`src/rtl/btn_move_gen.sv`:
```
`default_nettype none
// ============================================================================
//  Module   : btn_move_gen
//  Purpose  : Conditions four raw push buttons into one-cycle one-hot move
//             codes (8=U, 4=D, 2=R, 1=L). Supports hold-to-repeat, a
//             lockout window after player death and a disable input.
//  Revision : 1.0  initial release
// ============================================================================
module btn_move_gen #(
    parameter int DEBOUNCE_CYCLES = 16,
    parameter int REPEAT_DELAY    = 32,
    parameter int REPEAT_PERIOD   = 8,
    parameter int LOCKOUT_CYCLES  = 64,
    parameter int CNT_W           = 16
) (
    input  logic       btnClk,
    input  logic       rst,
    input  logic       btnU,
    input  logic       btnD,
    input  logic       btnR,
    input  logic       btnL,
    input  logic       playerDisable,
    input  logic       player_dead,
    output logic [3:0] btns,
    output logic [3:0] btnsStable,
    output logic       lockout
);

    // Terminal values of the counters, pre-sized to the counter width.
    localparam logic [CNT_W-1:0] DB_LAST   = CNT_W'(DEBOUNCE_CYCLES - 1);
    localparam logic [CNT_W-1:0] REP_FIRST = CNT_W'(REPEAT_DELAY - 1);
    localparam logic [CNT_W-1:0] REP_NEXT  = CNT_W'(REPEAT_PERIOD - 1);
    localparam logic [CNT_W-1:0] LOCK_LAST = CNT_W'(LOCKOUT_CYCLES - 1);
    localparam logic [CNT_W-1:0] CNT_MAX   = '1;

    typedef enum logic [1:0] {
        S_IDLE     = 2'd0,
        S_HOLD     = 2'd1,
        S_LOCKOUT  = 2'd2,
        S_WAIT_REL = 2'd3
    } state_t;

    logic [3:0]       raw;
    logic [3:0]       sync1;
    logic [3:0]       sync2;
    logic [3:0]       stable_bits;
    logic [3:0]       code;
    logic [3:0]       last;
    logic [CNT_W-1:0] rcnt;
    logic [CNT_W-1:0] lcnt;
    logic             first_rep;
    state_t           state;

    // Bit order {U,D,R,L} matches the one-hot code weights.
    assign raw = {btnU, btnD, btnR, btnL};

    // Two-flop synchronizer for the asynchronous raw buttons.
    always_ff @(posedge btnClk or posedge rst) begin
        if (rst) begin
            sync1 <= 4'b0000;
            sync2 <= 4'b0000;
        end else begin
            sync1 <= raw;
            sync2 <= sync1;
        end
    end

    for (genvar i = 0; i < 4; i++) begin : g_bit
        logic [CNT_W-1:0] cnt;
        logic             stb;

        // Flip the stable level only after a full run of disagreeing samples.
        always_ff @(posedge btnClk or posedge rst) begin
            if (rst) begin
                cnt <= '0;
                stb <= 1'b0;
            end else if (sync2[i] != stb) begin
                if (cnt == DB_LAST) begin
                    stb <= sync2[i];
                    cnt <= '0;
                end else begin
                    cnt <= cnt + 1'b1;
                end
            end else begin
                cnt <= '0;
            end
        end

        assign stable_bits[i] = stb;
    end

    assign btnsStable = stable_bits;

    // Priority select U > D > R > L from the debounced levels.
    always_comb begin
        code = 4'b0000;
        if (stable_bits[3])      code = 4'b1000;
        else if (stable_bits[2]) code = 4'b0100;
        else if (stable_bits[1]) code = 4'b0010;
        else if (stable_bits[0]) code = 4'b0001;
    end

    // Move FSM: press, auto-repeat, lockout and wait-for-release handling.
    always_ff @(posedge btnClk or posedge rst) begin
        if (rst) begin
            state     <= S_IDLE;
            btns      <= 4'b0000;
            last      <= 4'b0000;
            rcnt      <= '0;
            lcnt      <= '0;
            first_rep <= 1'b0;
            lockout   <= 1'b0;
        end else begin
            btns <= 4'b0000;
            if (player_dead) begin
                // Death wins over everything, and re-arms a running lockout.
                state   <= S_LOCKOUT;
                lcnt    <= '0;
                lockout <= 1'b1;
            end else if (playerDisable) begin
                // Keys held at re-enable must be released first.
                state   <= S_WAIT_REL;
                lockout <= 1'b0;
            end else begin
                case (state)
                    S_IDLE: begin
                        if (code != 4'b0000) begin
                            btns      <= code;
                            last      <= code;
                            rcnt      <= '0;
                            first_rep <= 1'b1;
                            state     <= S_HOLD;
                        end
                    end
                    S_HOLD: begin
                        if (code == 4'b0000) begin
                            state <= S_IDLE;
                        end else if (code != last) begin
                            btns      <= code;
                            last      <= code;
                            rcnt      <= '0;
                            first_rep <= 1'b1;
                        end else if ((first_rep && rcnt == REP_FIRST) ||
                                     (!first_rep && rcnt == REP_NEXT)) begin
                            btns      <= last;
                            rcnt      <= '0;
                            first_rep <= 1'b0;
                        end else if (rcnt != CNT_MAX) begin
                            rcnt <= rcnt + 1'b1;
                        end
                    end
                    S_LOCKOUT: begin
                        if (lcnt == LOCK_LAST) begin
                            state   <= S_WAIT_REL;
                            lockout <= 1'b0;
                        end else if (lcnt != CNT_MAX) begin
                            lcnt <= lcnt + 1'b1;
                        end
                    end
                    S_WAIT_REL: begin
                        if (code == 4'b0000) begin
                            state <= S_IDLE;
                        end
                    end
                    default: begin
                        state   <= S_IDLE;
                        lockout <= 1'b0;
                    end
                endcase
            end
        end
    end

endmodule
`default_nettype wire

```
`config.mk`:
```
export PLATFORM = sky130hd
export DESIGN_NAME = btn_move_gen
export DESIGN_NICKNAME = d
export VERILOG_FILES = /design/src/rtl/btn_move_gen.sv
export SDC_FILE = /design/constraint.sdc
export NUM_CORES = 1
export LEC_CHECK = 0
export CAP_MARGIN = 20
export CORE_AREA = 2 2 119 121
export CTS_CLUSTER_DIAMETER = 120
export DETAILED_ROUTE_END_ITERATION = 10
export DIE_AREA = 0 0 121 123
export GPL_TIMING_DRIVEN = 0
export HOLD_SLACK_MARGIN = 0.1
export PLACE_DENSITY = 0.58
export SLEW_MARGIN = 10
export SYNTH_ARGS = -nofsm -noshare
export SYNTH_HDL_FRONTEND = slang
export SYNTH_SLANG_ARGS = --single-unit
```
`constraint.sdc`:
```
create_clock -name btnClk -period 4.5 [get_ports btnClk]
set_input_delay 0.675 -clock btnClk [delete_from_list [all_inputs] [get_ports btnClk]]
set_output_delay 0.675 -clock btnClk [all_outputs]
set_load 0.005 [all_outputs]
```
==> results.sh <==
export IMPL_run_status="finished clean"
export IMPL_critPathKind="primary input to flip-flop"
export IMPL_grt_setup_unrepaired="false"
export IMPL_grt_max_degree=68
export IMPL_pwr_share_clk_pct=52.8
export IMPL_grt_usage_pct=18.6
export IMPL_clk_path_buf_depth=2
export IMPL_postCtsResizedCells=0
export IMPL_syn_avg_cell_area_um2=10.1
export IMPL_place_congestion=0.826
export IMPL_swShare_pct=21.5
export IMPL_pre_cts_slack_ns=1.28
export IMPL_finalSetupViolations=0
export IMPL_drc=0
export IMPL_syn2layout_area_growth_pct=16.8
export IMPL_wl_um=12600
export IMPL_fin_crit_sh_pct=62.8
export IMPL_synth_flop_cell="dfrtp_1"
export IMPL_p_comb_share_pct=3.4
export IMPL_hp_class="flip-flop to flip-flop"
export IMPL_crit_slowest_cell="clkdlybuf4s50_1"
export IMPL_slew_headroom_pct=28.9
export IMPL_fmax_mhz=354
export IMPL_critPathLaunchType="primary input"
export IMPL_period_needed_ns=2.83
export IMPL_wire_per_inst_um=15.4
export IMPL_clock_sinks=120
export IMPL_power_w=0.00253
export IMPL_arrival_ns=3.15
export IMPL_sequentialPowerShare_pct=43.8
export IMPL_layout_common_cells="120 x dfrtp_1, 74 x nor2_1, 36 x xor2_1"
export IMPL_cts_root_buf="clkbuf_16"
export IMPL_placed_cell_area_mm2=0.00638
export IMPL_num_antenna_cells=0
export IMPL_die_width_um=121
export IMPL_postSynth_asyncResetShare_pct=100
export IMPL_final_area_mm2=0.00696
export IMPL_grt_ovfl_total=0
export IMPL_path_clk_slew_ns=0.05
export IMPL_cts_tree="built"
export IMPL_io_buffers=16
export IMPL_fillerInstances=1234
export IMPL_die_area_mm2=0.0149
export IMPL_grt_pass1_vias=4695
export IMPL_place_inst=790
export IMPL_ys_warn_count=0
export IMPL_vias=4593
export IMPL_drtIter0Drc=368
export IMPL_required_ns=4.82
export IMPL_cp_buffers_inverters=2
export IMPL_tightest_slew_ns=1.06
export IMPL_p_sw_w=0.000545
export IMPL_core_mm2=0.0136
export IMPL_p_leak_nw=2.92
export IMPL_synth_edf_count=0
export IMPL_ys_seq_area_share_pct=50.4
export IMPL_die_y_um=123
export IMPL_hold_viol=0
export IMPL_initial_utilization_pct=43.8
export IMPL_synth_seq_cells=120
export IMPL_final_instance_count_excl_fill=821
export IMPL_met3_length_um=494
export IMPL_p_int_w=0.00199
export IMPL_io_pins=17
export IMPL_htreeDepth=4
export IMPL_postRouteAntennaNets=0
export IMPL_critPathTopFamily="simple AND/OR/NAND/NOR gates"
export IMPL_crit_chain="clkdlybuf4s50_1 > or3_1 > or2_2 > clkbuf_1 > nor2b_1 > nand3_1 > o21ai_0"
export IMPL_ctsHoldBuffers=0
export IMPL_synthCells=593
export IMPL_setup_worst_path_end_class="flip-flop"
export IMPL_place_detailed_hpwl_um=8390
export IMPL_finClkSkew_ns=0.00402
export IMPL_num_rows=43
export IMPL_maxCapViolCount=0
export IMPL_drv_slew=0
export IMPL_post_cts_setup_buffers=0
export IMPL_met2_length_um=6000
export IMPL_mostFrequentLayoutCell="dfrtp_1"
export IMPL_max_stage_delay_ns=0.50
export IMPL_dr_pass1_iters=4
export IMPL_vdd_drop_max_mv=0.296
export IMPL_layout_nets=643
export IMPL_m1WireLength_um=5960
export IMPL_worstPathMaxFanout=8
export IMPL_syn_cell_area_mm2=0.00596
export IMPL_grt_pass1_wl_um=21900
export IMPL_cts_buffers=17
export IMPL_power_density_mw_per_mm2=364
export IMPL_ys_types=53
export IMPL_routed_top_layer="met4"
export IMPL_clock_latency_ns=0.42
export IMPL_layout_setup_ws_ns=1.67
export IMPL_syn_nets=607
export IMPL_routed_via_density=5.59
export IMPL_drive_gt1_share_pct=9.83
export IMPL_antenna_found_initial=0
==> metal layers <==
layer	vias to the layer above	track usage, %
met2	80	29.5
met1	2266	24.4
met4	0	6.47
li1	2233	-
met5	-	0
met3	14	5.72
==> stage by stage <==
stage	util [%]	TNS [ns]	hold slack, ns
floorplan	-	0	0.331
global placement	46.6	-130.92	0.331
detailed placement	46.9	0	0.340
CTS	51.1	0	0.351
global route	51.1	0	0.358
finish	51.1	0	0.351
==> worst paths after layout <==
| kind | startpoint | end | slack (ns) | cells after the start |
|---|---|---|---|---|
| worst max-delay path | player_dead | rcnt[15]$_DFFE_PP0P_ | 1.67 | 7 |
| worst min-delay path | sync1[2]$_DFF_PP0_ | sync2[2]$_DFF_PP0_ | 0.35 | 0 |
| worst max register to register | rcnt[3]$_DFFE_PP0P_ | rcnt[6]$_DFFE_PP0P_ | 1.86 | 5 |
| worst min register to register | sync1[2]$_DFF_PP0_ | sync2[2]$_DFF_PP0_ | 0.35 | 0 |
| max in group asynchronous | rst | g_bit[3].cnt[11]$_DFF_PP0_ | 3.13 | 3 |
| min in group asynchronous | rst | sync2[3]$_DFF_PP0_ | 0.68 | 2 |
==> synthesized netlist by cell type (2+ instances only) <==
cell / count / area share, %
a21o_1: 5 / 0.63
a21oi_1: 16 / 1.3
a31oi_1: 8 / 0.84
a41oi_1: 8 / 1.2
and2_1: 4 / 0.42
and3_1: 18 / 1.9
and3_2: 2 / 0.25
and4_1: 11 / 1.6
buf_2: 4 / 0.34
buf_4: 4 / 0.50
buf_6: 3 / 0.57
clkbuf_1: 9 / 0.57
dfrtp_1: 120 / 50
ha_1: 6 / 1.3
inv_1: 14 / 0.88
mux2_2: 7 / 1.3
nand2_1: 31 / 2.0
nand3_1: 29 / 2.4
nand4_1: 31 / 3.3
nand4b_1: 4 / 0.59
nor2_1: 74 / 4.7
nor2b_1: 2 / 0.21
nor3_1: 12 / 1.0
nor3b_1: 2 / 0.25
nor4_1: 28 / 2.9
nor4b_1: 4 / 0.59
o2111ai_1: 2 / 0.29
o21ai_0: 29 / 2.4
or2_2: 3 / 0.31
or3_1: 13 / 1.4
or4_1: 2 / 0.25
xnor2_1: 32 / 4.7
xor2_1: 36 / 5.3
==> registers in the layout (all words and copies together) (netlist names) <==
| register | cells |
|---|---|
| sync2 | 4 |
| state | 2 |
| last | 4 |
| g_bit.stb | 4 |
| btns | 4 |
| rcnt | 16 |
| sync1 | 4 |
| lcnt | 16 |
| first_rep | 1 |
| g_bit.cnt | 64 |
| lockout | 1 |
==> power groups by stage <==
stage | combinational, W | clock, W | sequential, W
3_3_place_gp | 0.0000818 | 0 | 0.00113
2_1_floorplan | 0.0000569 | 0 | 0.00113
5_1_grt | 0.0000982 | 0.00142 | 0.00111
4_1_cts | 0.0000879 | 0.00136 | 0.00111
6_report | 0.0000850 | 0.00134 | 0.00111
3_5_place_dp | 0.0000873 | 0 | 0.00113
==> final cells by class <==
class                           count  area (um2)  area share [%]
Tap cell                          180         225            3.24
Sequential cell                   120        3000            43.1
Clock inverter                      9        97.6            1.40
Clock buffer                       22         484            6.96
Buffer                             20         118            1.69
Inverter                           14        57.6           0.827
Multi-Input combinational cell    439        2790            40.1
Timing Repair Buffer               17         188            2.70
==> cell families (layout without fill, tap and decap cells) <==
| group | count (synthesis) | after routing | synth area share, % |
|---|---|---|---|
| adder cells (fa/ha/maj) | 6 | 6 | 1.26 |
| AO/OA/AOI/OAI | 80 | 80 | 8.84 |
| AND/OR/NAND/NOR | 278 | 278 | 25.4 |
| flip-flops | 120 | 120 | 50.4 |
| buffers and inverters | 34 | 82 | 2.85 |
| XOR/XNOR | 68 | 68 | 9.99 |
| multiplexers | 7 | 7 | 1.32 |
No activity file was read; power rests on OpenSTA's default activity.
